$ cat config.mk
export PLATFORM = sky130hd
export DESIGN_NAME = spi_bus_arbiter
export DESIGN_NICKNAME = d
export VERILOG_FILES = /design/src/rtl/spi_bus_arbiter.sv
export SDC_FILE = /design/constraint.sdc
export NUM_CORES = 1
export LEC_CHECK = 0
export CAP_MARGIN = 30
export CORE_AREA = 2 2 57 69
export CTS_CLUSTER_SIZE = 16
export DETAILED_ROUTE_END_ITERATION = 8
export DIE_AREA = 0 0 59 71
export GPL_ROUTABILITY_DRIVEN = 1
export GPL_TIMING_DRIVEN = 0
export PLACE_DENSITY = 0.76
export SLEW_MARGIN = 40
export SYNTH_ARGS = -nofsm -noshare
export SYNTH_HDL_FRONTEND = slang
export SYNTH_SLANG_ARGS = --single-unit
$ cat constraint.sdc
create_clock -name Bus2IP_Clk -period 4.6 [get_ports Bus2IP_Clk]
set_input_delay 0.69 -clock Bus2IP_Clk [delete_from_list [all_inputs] [get_ports Bus2IP_Clk]]
set_output_delay 0.69 -clock Bus2IP_Clk [all_outputs]
set_load 0.005 [all_outputs]
$ cat src/rtl/spi_bus_arbiter.sv
// spi_bus_arbiter: round-robin owner of the shared SPI engine
// for the LCD, flash and SD command streams.
module spi_bus_arbiter #(
    parameter int CS_GAP  = 2,
    parameter int TIMEOUT = 1000
) (
    input  logic        Bus2IP_Clk,
    input  logic        Bus2IP_Resetn,
    input  logic [2:0]  req_valid,
    input  logic [26:0] req_cmd,
    input  logic [2:0]  req_last,
    output logic [2:0]  req_ready,
    output logic        spi_valid,
    output logic [7:0]  spi_cmd,
    output logic        spi_mode,
    input  logic        spi_ready,
    output logic [1:0]  spi_sel,
    output logic [2:0]  grant,
    output logic        busy,
    output logic        timeout
);

    localparam int WW = $clog2(TIMEOUT);
    localparam int GW = (CS_GAP > 1) ? $clog2(CS_GAP) : 1;

    typedef enum logic [1:0] {
        IDLE = 2'd0,
        XFER = 2'd1,
        GAP  = 2'd2
    } state_t;

    localparam state_t DONE_ST = (CS_GAP == 0) ? IDLE : GAP;

    state_t        state_q, state_d;
    logic [1:0]    owner_q, owner_d;
    logic [1:0]    rr_q, rr_d;
    logic [1:0]    win;
    logic [WW-1:0] wd_q, wd_d;
    logic [GW-1:0] gap_q, gap_d;
    logic [8:0]    own_word;
    logic          own_valid;
    logic          own_last;
    logic          to_hit;
    logic          accept;

    // Scan starts just after the previous winner.
    always_comb begin
        unique case (rr_q)
            2'd0:
                win = req_valid[1] ? 2'd1 :
                      req_valid[2] ? 2'd2 : 2'd0;
            2'd1:
                win = req_valid[2] ? 2'd2 :
                      req_valid[0] ? 2'd0 : 2'd1;
            default:
                win = req_valid[0] ? 2'd0 :
                      req_valid[1] ? 2'd1 : 2'd2;
        endcase
    end

    always_comb begin
        unique case (owner_q)
            2'd1: begin
                own_word  = req_cmd[17:9];
                own_valid = req_valid[1];
                own_last  = req_last[1];
            end
            2'd2: begin
                own_word  = req_cmd[26:18];
                own_valid = req_valid[2];
                own_last  = req_last[2];
            end
            default: begin
                own_word  = req_cmd[8:0];
                own_valid = req_valid[0];
                own_last  = req_last[0];
            end
        endcase
    end

    // Watchdog fires on the cycle the count would reach TIMEOUT-1.
    assign to_hit = (state_q == XFER) && (wd_q == WW'(TIMEOUT - 2));
    assign accept = spi_valid && spi_ready;

    always_ff @(posedge Bus2IP_Clk or negedge Bus2IP_Resetn) begin
        if (!Bus2IP_Resetn) begin
            state_q <= IDLE;
            owner_q <= 2'd0;
            rr_q    <= 2'd2;
            wd_q    <= '0;
            gap_q   <= '0;
        end else begin
            state_q <= state_d;
            owner_q <= owner_d;
            rr_q    <= rr_d;
            wd_q    <= wd_d;
            gap_q   <= gap_d;
        end
    end

    always_comb begin
        state_d = state_q;
        owner_d = owner_q;
        rr_d    = rr_q;
        wd_d    = wd_q;
        gap_d   = gap_q;
        unique case (state_q)
            IDLE: begin
                if (|req_valid) begin
                    owner_d = win;
                    rr_d    = win;
                    wd_d    = '0;
                    state_d = XFER;
                end
            end
            XFER: begin
                if (accept) begin
                    wd_d = '0;
                    if (own_last) begin
                        gap_d   = '0;
                        state_d = DONE_ST;
                    end
                end else if (to_hit) begin
                    gap_d   = '0;
                    state_d = DONE_ST;
                end else begin
                    wd_d = wd_q + WW'(1);
                end
            end
            GAP: begin
                if (gap_q == GW'(CS_GAP - 1))
                    state_d = IDLE;
                else
                    gap_d = gap_q + GW'(1);
            end
            default: state_d = IDLE;
        endcase
    end

    always_comb begin
        grant     = 3'b000;
        spi_sel   = 2'd0;
        spi_valid = 1'b0;
        spi_cmd   = 8'h00;
        spi_mode  = 1'b0;
        req_ready = 3'b000;
        timeout   = to_hit;
        busy      = (state_q != IDLE);
        if (state_q == XFER) begin
            grant     = 3'b001 << owner_q;
            spi_sel   = owner_q + 2'd1;
            spi_valid = own_valid && !to_hit;
            spi_cmd   = own_word[7:0];
            spi_mode  = own_word[8];
            req_ready = (spi_ready && !to_hit) ? grant : 3'b000;
        end
    end

endmodule
==> results.py, run 1 <==
metrics = {
    "run_status": {
        "outcome": "complete, no violations",
    },
    "setup_path": {
        "r2r_end": "wd_q[4]",
        "rr_startpoint": "owner_q[0]",
        "ff2ff_path_depth": 7,
        "critPathMaxStageDelay_ps": 600,
        "reg2reg_slack_ps": 2500,
        "path_cells": "inv_1, ha_1, buf_2, clkbuf_1, a2111oi_0, clkdlybuf4s50_1",
        "cp_max_fo": 10,
        "path_class": "flop to output port",
        "critPathArrivalTime_ps": 2570,
        "cp-startpoint": "owner_q[0]",
        "crit_end": "spi_valid",
        "end_kind": "output port",
        "required_ps": 3910,
        "crit_slowest_cell": "clkdlybuf4s50_1",
        "cp-start-kind": "flop",
    },
    "clock_network": {
        "postCtsHoldBufs": 0,
        "cts_tree": "built",
        "clock-sinks": 16,
        "htreeDepth": 1,
        "cts.path.max_buffers": 2,
        "post-cts-setup-buffers": 0,
        "cts_made_buffers": 3,
        "post_cts_resized": 0,
        "clkTransAtPathRegs_ps": 50,
        "cts-root-buf": "clkbuf_8",
        "clock_latency_ps": 250,
    },
    "yosys": {
        "async_flop_share_pct": 100,
        "synth_area_leaders": "dfrtp_1 28%, a22oi_1 6.1%, a211oi_1 5.5%",
        "synthFlopType": "dfrtp_1",
        "ys_types": 43,
        "synth.most_common_cell": "nor2_1",
        "syn-cell-area_mm2": 0.00136,
        "synth-seq-area-share_pct": 29.4,
        "yosys-top-cells-count": "20 x nor2_1, 15 x dfrtp_1, 11 x a22oi_1, 11 x o21ai_0",
        "synth_nets": 205,
        "yosys.area.top_type": "dfrtp_1",
        "syn_inst": 164,
        "synth_seq_cells": 16,
        "syn_avg_cell_area_um2": 8.32,
        "synth_edf_count": 0,
        "synth.top_cell.area_share_pct": 27.5,
        "yosysWarnings": 0,
    },
    "timing": {
        "setup_viol": 0,
        "drv_slew": 0,
        "hold_slack_ps": 470,
        "finClkSkew_ps": 12.5,
        "fin_tns_setup_ps": 0,
        "finalCriticalPeriod_ps": 3260,
        "fmax_mhz": 307,
        "slew_headroom_pct": 54.4,
        "worst-slew-pin-transition_ps": 682,
        "rsz0062_at_grt": "false",
        "finalHoldViolations": 0,
        "layout_setup_ws_ps": 1340,
        "fin_crit_sh_pct": 70.9,
    },
    "floorplan": {
        "die_area_mm2": 0.00419,
        "coreArea_mm2": 0.00354,
        "die_h_um": 71,
        "rows": 24,
        "start_util_pct": 38.5,
        "io_pins": 56,
        "fp.dieW_um": 59,
    },
    "route": {
        "drt_iter0_markers": 68,
        "avgRoutedWirePerCell_um": 14.8,
        "post-route-drc-count": 0,
        "dr.pass1.iters": 4,
        "dr_total_vias": 1452,
        "viasPerCell": 5.54,
        "routed_wl_um": 3880,
        "drtAntennaViolNets": 0,
    },
    "global_routing": {
        "antenna_found_initial": 0,
        "grt_pass1_wl_um": 6350,
        "grt_start_max_net_pins": 17,
        "grt_use_total_pct": 19.4,
        "grt_pass1_vias": 1389,
        "overflow": 0,
    },
    "placement": {
        "hpwl_um": 3000,
        "dpl_worst_slack_ps": 1440,
        "gp_congestion": 0.820,
        "numPortBuffers": 55,
    },
    "finish": {
        "fin_nets": 265,
        "drive_above_1_share_pct": 8.07,
        "post-route-util_pct": 56.7,
        "area_growth_pct": 47.2,
        "antenna_cells": 0,
    },
    "power": {
        "power_mw": 1.27,
        "power.density_mw_per_mm2": 632,
        "swShare_pct": 42.1,
        "combPwrFrac_pct": 73.0,
        "p_int_uw": 734,
        "p_seq_share_pct": 18.4,
        "p_sw_uw": 534,
        "p_clk_share_pct": 8.6,
        "vdd_drop_max_mv": 0.359,
        "p_leak_nw": 0.798,
    },
    "flow_run": {
        "cap_violations": 0,
    },
    "min_path": {
        "min_path_type": "flop to flop",
    },
}
==> cell families after synthesis <==
family / after synthesis / synth area share [%]
compound gates: 59 / 30.4
simple gates: 59 / 24.0
buf+inv: 23 / 10.1
flops: 16 / 29.4
fa+ha+maj: 5 / 4.59
mux: 2 / 1.47
==> metal layers <==
layer | vias to the layer above | track usage, % | share of wire, %
met5 | - | 0 | 0
met4 | 0 | 7.07 | 1.6
met3 | 6 | 3.47 | 7.5
met2 | 72 | 33.0 | 49
met1 | 641 | 24.2 | 42
li1 | 733 | - | -
==> layout make-up <==
class | count | area (um^2)
Tap cell | 39 | 48.8
Clock buffer | 4 | 45.0
Multi-Input combinational cell | 125 | 825
Buffer | 13 | 100
Fill cell | 334 | 1540
Inverter | 10 | 37.5
Timing Repair Buffer | 55 | 551
Sequential cell | 16 | 402
==> metrics by stage <==
stage          cell area [um^2]  instances
2_1_floorplan              1360        164
3_3_place_gp               1960        258
3_5_place_dp               1960        258
4_1_cts                    2010        262
5_1_grt                    2010        262
6_report                   2010        262
==> worst max-delay path, delay by kind of cell (launching register included) <==
family / cells / cell delay, ps
adders and majority gates: 1 / 290
buffers and inverters: 4 / 1090
DFF: 1 / 450
AOI/OAI and AO/OA: 1 / 500
==> state kept, by name, indices dropped and copies added, names as in the netlist <==
signal   cells
wd_q        10
owner_q      2
state_q      2
gap_q        1
rr_q         1
==> worst min-delay path by stage <==
stage                       endpoint  slack [ps]     startpoint  depth (start not counted)
after floorplan                gap_q         390  Bus2IP_Resetn                          0
final                     state_q[1]         470          gap_q                          1
after global routing      state_q[1]         490          gap_q                          1
after global placement    state_q[1]         460          gap_q                          1
after detailed placement  state_q[1]         460          gap_q                          1
after CTS                 state_q[1]         470          gap_q                          1
==> power by group through the flow <==
stage / Clock, mW / Combinational, mW / Sequential [mW]
2_1_floorplan: 0 / 0.523 / 0.224
3_3_place_gp: 0 / 0.928 / 0.233
3_5_place_dp: 0 / 0.930 / 0.235
4_1_cts: 0.111 / 0.933 / 0.232
5_1_grt: 0.117 / 1.03 / 0.243
6_report: 0.109 / 0.926 / 0.233
==> placed cells by master, fill, tap and decap left out, types with 2 or more instances in the layout <==
cell,count
a311oi_1,3
buf_2,2
o21a_1,3
or2_2,2
clkbuf_8,3
a21o_1,3
a21oi_1,4
a22oi_1,11
and3_1,3
clkdlybuf4s50_1,55
nor2b_1,3
inv_1,10
nand2_1,8
o2111ai_1,2
buf_6,5
ha_1,5
and2_1,4
nand4_1,3
clkbuf_1,6
or4_1,3
mux2i_1,2
nor4_1,2
o21ai_0,11
nand3_1,4
a211oi_1,10
o21ai_1,2
nand2b_1,2
o211ai_1,2
dfrtp_1,15
nor2_1,20
No activity file was read; power rests on OpenSTA's default activity.
==> run 2: changes to the inputs <==
Settings changed: CORE_AREA 2 2 57 69 to 2 2 57 70, DIE_AREA 0 0 59 71 to 0 0 59 72, PLACE_DENSITY 0.76 to 0.78.
Clock period 4.6 ns to 2.8 ns, I/O delays scaled along.
==> results.py, run 2 (synthesis gave the netlist of run 1 again) <==
metrics = {
    "floorplan": {
        "rows": 24,
        "start_util_pct": 38.5,
        "fp.dieW_um": 59,
        "coreArea_mm2": 0.00354,
        "die_h_um": 72,
        "die_area_mm2": 0.00425,
        "io_pins": 56,
    },
    "clock_network": {
        "cts.path.max_buffers": 2,
        "cts-root-buf": "clkbuf_8",
        "cts_tree": "built",
        "clock_latency_ps": 260,
        "postCtsHoldBufs": 0,
        "htreeDepth": 1,
        "clock-sinks": 16,
        "cts_made_buffers": 3,
        "clkTransAtPathRegs_ps": 50,
    },
    "timing": {
        "fin_tns_setup_ps": 0,
        "worst-slew-pin-transition_ps": 707,
        "finalCriticalPeriod_ps": 2680,
        "fmax_mhz": 373,
        "finalHoldViolations": 0,
        "rsz0062_at_grt": "false",
        "slew_headroom_pct": 52.7,
        "fin_crit_sh_pct": 95.8,
        "layout_setup_ws_ps": 119,
        "finClkSkew_ps": 13.2,
        "setup_viol": 0,
        "drv_slew": 0,
    },
    "finish": {
        "regMostFlops": "wd_q",
        "fin_nets": 265,
        "top_regs": "wd_q: 10 flops, owner_q: 2 flops, state_q: 2 flops",
        "largest_register_ff_count": 10,
        "antenna_cells": 0,
        "area_growth_pct": 48.5,
        "drive_above_1_share_pct": 10.8,
        "layout_common_cells": "54 x clkdlybuf4s50_1, 20 x nor2_1, 14 x dfrtp_1",
        "layout_commonest_cell": "clkdlybuf4s50_1",
    },
    "global_routing": {
        "overflow": 0,
        "grt_pass1_wl_um": 6270,
        "grt_start_max_net_pins": 17,
        "grt_use_total_pct": 19.0,
        "grt_pass1_vias": 1352,
        "antenna_found_initial": 0,
    },
    "setup_path": {
        "path_buf_inv": 4,
        "cp-start-kind": "flop",
        "path_class": "flop to output port",
        "path_cells": "inv_1, ha_1, buf_2, clkbuf_4, nor2_1, a211oi_1, clkdlybuf4s50_1",
        "end_kind": "output port",
        "rr_startpoint": "owner_q[0]",
        "cp_max_fo": 10,
        "cp-startpoint": "owner_q[0]",
        "critPathArrivalTime_ps": 2260,
        "required_ps": 2380,
        "cp_top_family": "buffers and inverters",
        "crit_slowest_cell": "clkdlybuf4s50_1",
        "critPathMaxStageDelay_ps": 560,
    },
    "power": {
        "power.density_mw_per_mm2": 1060,
        "p_sw_uw": 903,
        "swShare_pct": 42.3,
        "p_int_mw": 1.23,
        "p_clk_share_pct": 8.6,
        "combPwrFrac_pct": 73.4,
        "p_seq_share_pct": 18.0,
        "p_leak_nw": 0.824,
        "vdd_drop_max_mv": 0.438,
        "power_mw": 2.14,
    },
    "route": {
        "routed_wl_um": 3970,
        "drtAntennaViolNets": 0,
        "post-route-drc-count": 0,
        "viasPerCell": 5.70,
        "avgRoutedWirePerCell_um": 15.2,
        "dr.pass1.iters": 4,
        "drt_iter0_markers": 65,
        "dr_total_vias": 1494,
    },
    "flow_run": {
        "cap_violations": 0,
    },
    "min_path": {
        "min_from": "gap_q",
        "min_path_type": "flop to flop",
    },
    "placement": {
        "gp_congestion": 0.806,
        "hpwl_um": 3070,
        "dpl_worst_slack_ps": 0.684,
        "numPortBuffers": 55,
    },
    "run_status": {
        "outcome": "complete, no violations",
    },
}
[run 2: power groups by stage]
stage | combinational [mW] | sequential [mW] | clock (mW)
2_1_floorplan | 0.859 | 0.368 | 0
3_3_place_gp | 1.52 | 0.382 | 0
3_5_place_dp | 1.54 | 0.388 | 0
4_1_cts | 1.57 | 0.385 | 0.191
5_1_grt | 1.72 | 0.396 | 0.193
6_report | 1.57 | 0.385 | 0.184
[run 2: repair_timing]
| item | 4_1_cts | 5_1_grt |
|---|---|---|
| buffers inserted | 0 | 0 |
| gates resized for setup | 5 | 7 |
| endpoints found under the setup margin | 10 | 11 |
[run 2: final cells by class]
class | count | area, um^2
Timing Repair Buffer | 55 | 553
Sequential cell | 16 | 403
Inverter | 10 | 37.5
Fill cell | 329 | 1520
Tap cell | 39 | 48.8
Buffer | 13 | 108
Multi-Input combinational cell | 125 | 831
Clock buffer | 4 | 45.0
[run 2: stage by stage]
stage,utilization [%],instance area [um^2],hold slack [ps],instances
after detailed placement,55.4,1960,470,258
after floorplan,-,1360,124,164
final,57.2,2030,467,262
after global placement,55.4,1960,457,258
after global routing,57.2,2030,498,262
after CTS,57.0,2020,478,262
[run 2: path summary, 6_finish.rpt]
kind                               to  slack [ps]  depth (start not counted)
setup / recovery           spi_cmd[7]         120                          7
hold / removal             state_q[1]         470                          1
setup reg to reg              wd_q[4]         770                          7
hold reg to reg            state_q[1]         470                          1
max in group asynchronous  owner_q[0]        1710                          1
min in group asynchronous     wd_q[0]         580                          1
[run 2: layer usage]
metal | part of all wire [%] | GRT usage, % | vias to the layer above
li1 | - | - | 729
met1 | 40 | 22.4 | 689
met2 | 49 | 32.7 | 71
met3 | 8.6 | 3.57 | 5
met4 | 1.9 | 8.84 | 0
met5 | 0 | 0 | -
==> run 3: changes to the inputs <==
Settings changed: ABC_CLOCK_PERIOD_IN_PS set to 2800, REMOVE_ABC_BUFFERS set to 1.
==> results.py, run 3 (synthesis gave the netlist of run 1 again) <==
metrics = {
    "timing": {
        "fmax_mhz": 374,
        "finalHoldViolations": 0,
        "finalCriticalPeriod_ps": 2670,
        "rsz0062_at_grt": "false",
        "finClkSkew_ps": 7.04,
        "drv_slew": 0,
        "setup_viol": 0,
        "fin_crit_sh_pct": 95.4,
        "slew_headroom_pct": 59.6,
        "worst-slew-pin-transition_ps": 603,
    },
    "clock_network": {
        "cts_made_buffers": 3,
        "clock-sinks": 16,
        "cts-root-buf": "clkbuf_8",
        "cts.path.max_buffers": 2,
        "cts_tree": "built",
        "postCtsHoldBufs": 0,
        "clock_latency_ps": 260,
        "htreeDepth": 1,
        "clkTransAtPathRegs_ps": 70,
    },
    "finish": {
        "regMostFlops": "wd_q",
        "drive_above_1_share_pct": 10.3,
        "finalNonFillerCells": 252,
        "area_growth_pct": 46.2,
        "layout_commonest_cell": "clkdlybuf4s50_1",
        "fin_nets": 255,
        "largest_register_ff_count": 10,
        "multiInputGateArea_um2": 878,
        "fillers": 346,
        "ff_latch_area_um2": 403,
        "top_regs": "wd_q: 10 flops, owner_q: 2 flops, state_q: 2 flops",
        "antenna_cells": 0,
        "layout_common_cells": "54 x clkdlybuf4s50_1, 20 x nor2_1, 14 x dfrtp_1",
    },
    "global_routing": {
        "antenna_found_initial": 0,
        "grt_pass1_wl_um": 6420,
        "grt_use_total_pct": 19.2,
        "grt_start_max_net_pins": 19,
        "overflow": 0,
        "grt_pass1_vias": 1440,
    },
    "floorplan": {
        "start_util_pct": 38.5,
        "io_pins": 56,
        "fp.dieW_um": 59,
        "die_h_um": 72,
        "rows": 24,
        "die_area_mm2": 0.00425,
        "coreArea_mm2": 0.00354,
    },
    "route": {
        "viasPerCell": 5.88,
        "drt_iter0_markers": 57,
        "avgRoutedWirePerCell_um": 15.6,
        "drtAntennaViolNets": 0,
        "dr.pass1.iters": 6,
        "routed_wl_um": 3920,
        "dr_total_vias": 1481,
        "post-route-drc-count": 0,
    },
    "power": {
        "p_sw_uw": 917,
        "power.density_mw_per_mm2": 1080,
        "power_mw": 2.16,
        "p_clk_share_pct": 9.8,
        "p_int_mw": 1.25,
        "p_seq_share_pct": 18.5,
        "combPwrFrac_pct": 71.8,
        "p_leak_nw": 0.772,
        "swShare_pct": 42.4,
        "vdd_drop_max_mv": 0.569,
    },
    "setup_path": {
        "end_kind": "output port",
        "cp-start-kind": "flop",
        "cp_max_fo": 13,
        "critPathArrivalTime_ps": 2250,
        "required_ps": 2380,
        "path_class": "flop to output port",
    },
    "run_status": {
        "outcome": "complete, no violations",
    },
    "flow_run": {
        "cap_violations": 0,
    },
    "placement": {
        "hpwl_um": 2770,
        "gp_congestion": 0.839,
        "numPortBuffers": 55,
        "dp.cells": 246,
    },
    "min_path": {
        "min_path_type": "input port to async pin",
    },
}
[run 3: final timing paths]
kind	startpoint	endpoint	slack (ps)	depth (start not counted)
worst max-delay path	owner_q[0]	spi_valid	130	5
worst min-delay path	Bus2IP_Resetn	wd_q[9]	70	1
worst max register to register	owner_q[0]	wd_q[7]	580	7
worst min register to register	gap_q	state_q[1]	470	1
max in group asynchronous	Bus2IP_Resetn	rr_q[1]	2410	1
min in group Bus2IP_Clk	gap_q	state_q[1]	470	1
[run 3: area by class of cell]
class                      count  area share, %
clock buffer                   4           2.76
sequential                    16           20.2
inverter                      10           1.88
timing repair buffer          58           28.7
tap                           39           2.45
multi-input combinational    125           44.0
[run 3: metal layers]
layer  global-route usage (%)  share of wire (%)  vias up
met4                     7.32                1.7        0
li1                         -                  -      709
met5                        0                  0        -
met1                     22.7                 43      699
met2                     33.3                 45       66
met3                     4.46                9.7        7
[run 3: timing repair]
item,in CTS,in global routing
setup endpoints to repair,14,2
pin swaps,2,0
buffers inserted,2,0
gates resized for setup,9,2
[run 3: metrics by stage]
stage | hold WS [ps] | util (%) | instance area, um^2 | worst slack, ps | TNS, ps
2_1_floorplan | 124 | - | 1260 | 607 | 0
3_5_place_dp | 467 | 53.0 | 1880 | -188 | -489
3_3_place_gp | 440 | 52.6 | 1860 | -333 | -1290
6_report | 70.5 | 56.3 | 1990 | 128 | 0
4_1_cts | 476 | 56.1 | 1990 | 20.9 | 0
5_1_grt | 104 | 56.3 | 1990 | 19.7 | 0
[run 3: critical path: stages, from the launching register on]
cell and delay, ps:
dfrtp_2 460, inv_1 170, ha_4 240, a22oi_1 160, a2111oi_2 400, clkdlybuf4s50_1 570
[run 3: power by group through the flow]
stage               sequential, mW  clock, mW  combinational [mW]
floorplan                    0.368          0               0.761
CTS                          0.395      0.218                1.54
global route                 0.411      0.222                1.69
finish                       0.399      0.212                1.55
global placement             0.382          0                1.41
detailed placement           0.387          0                1.44
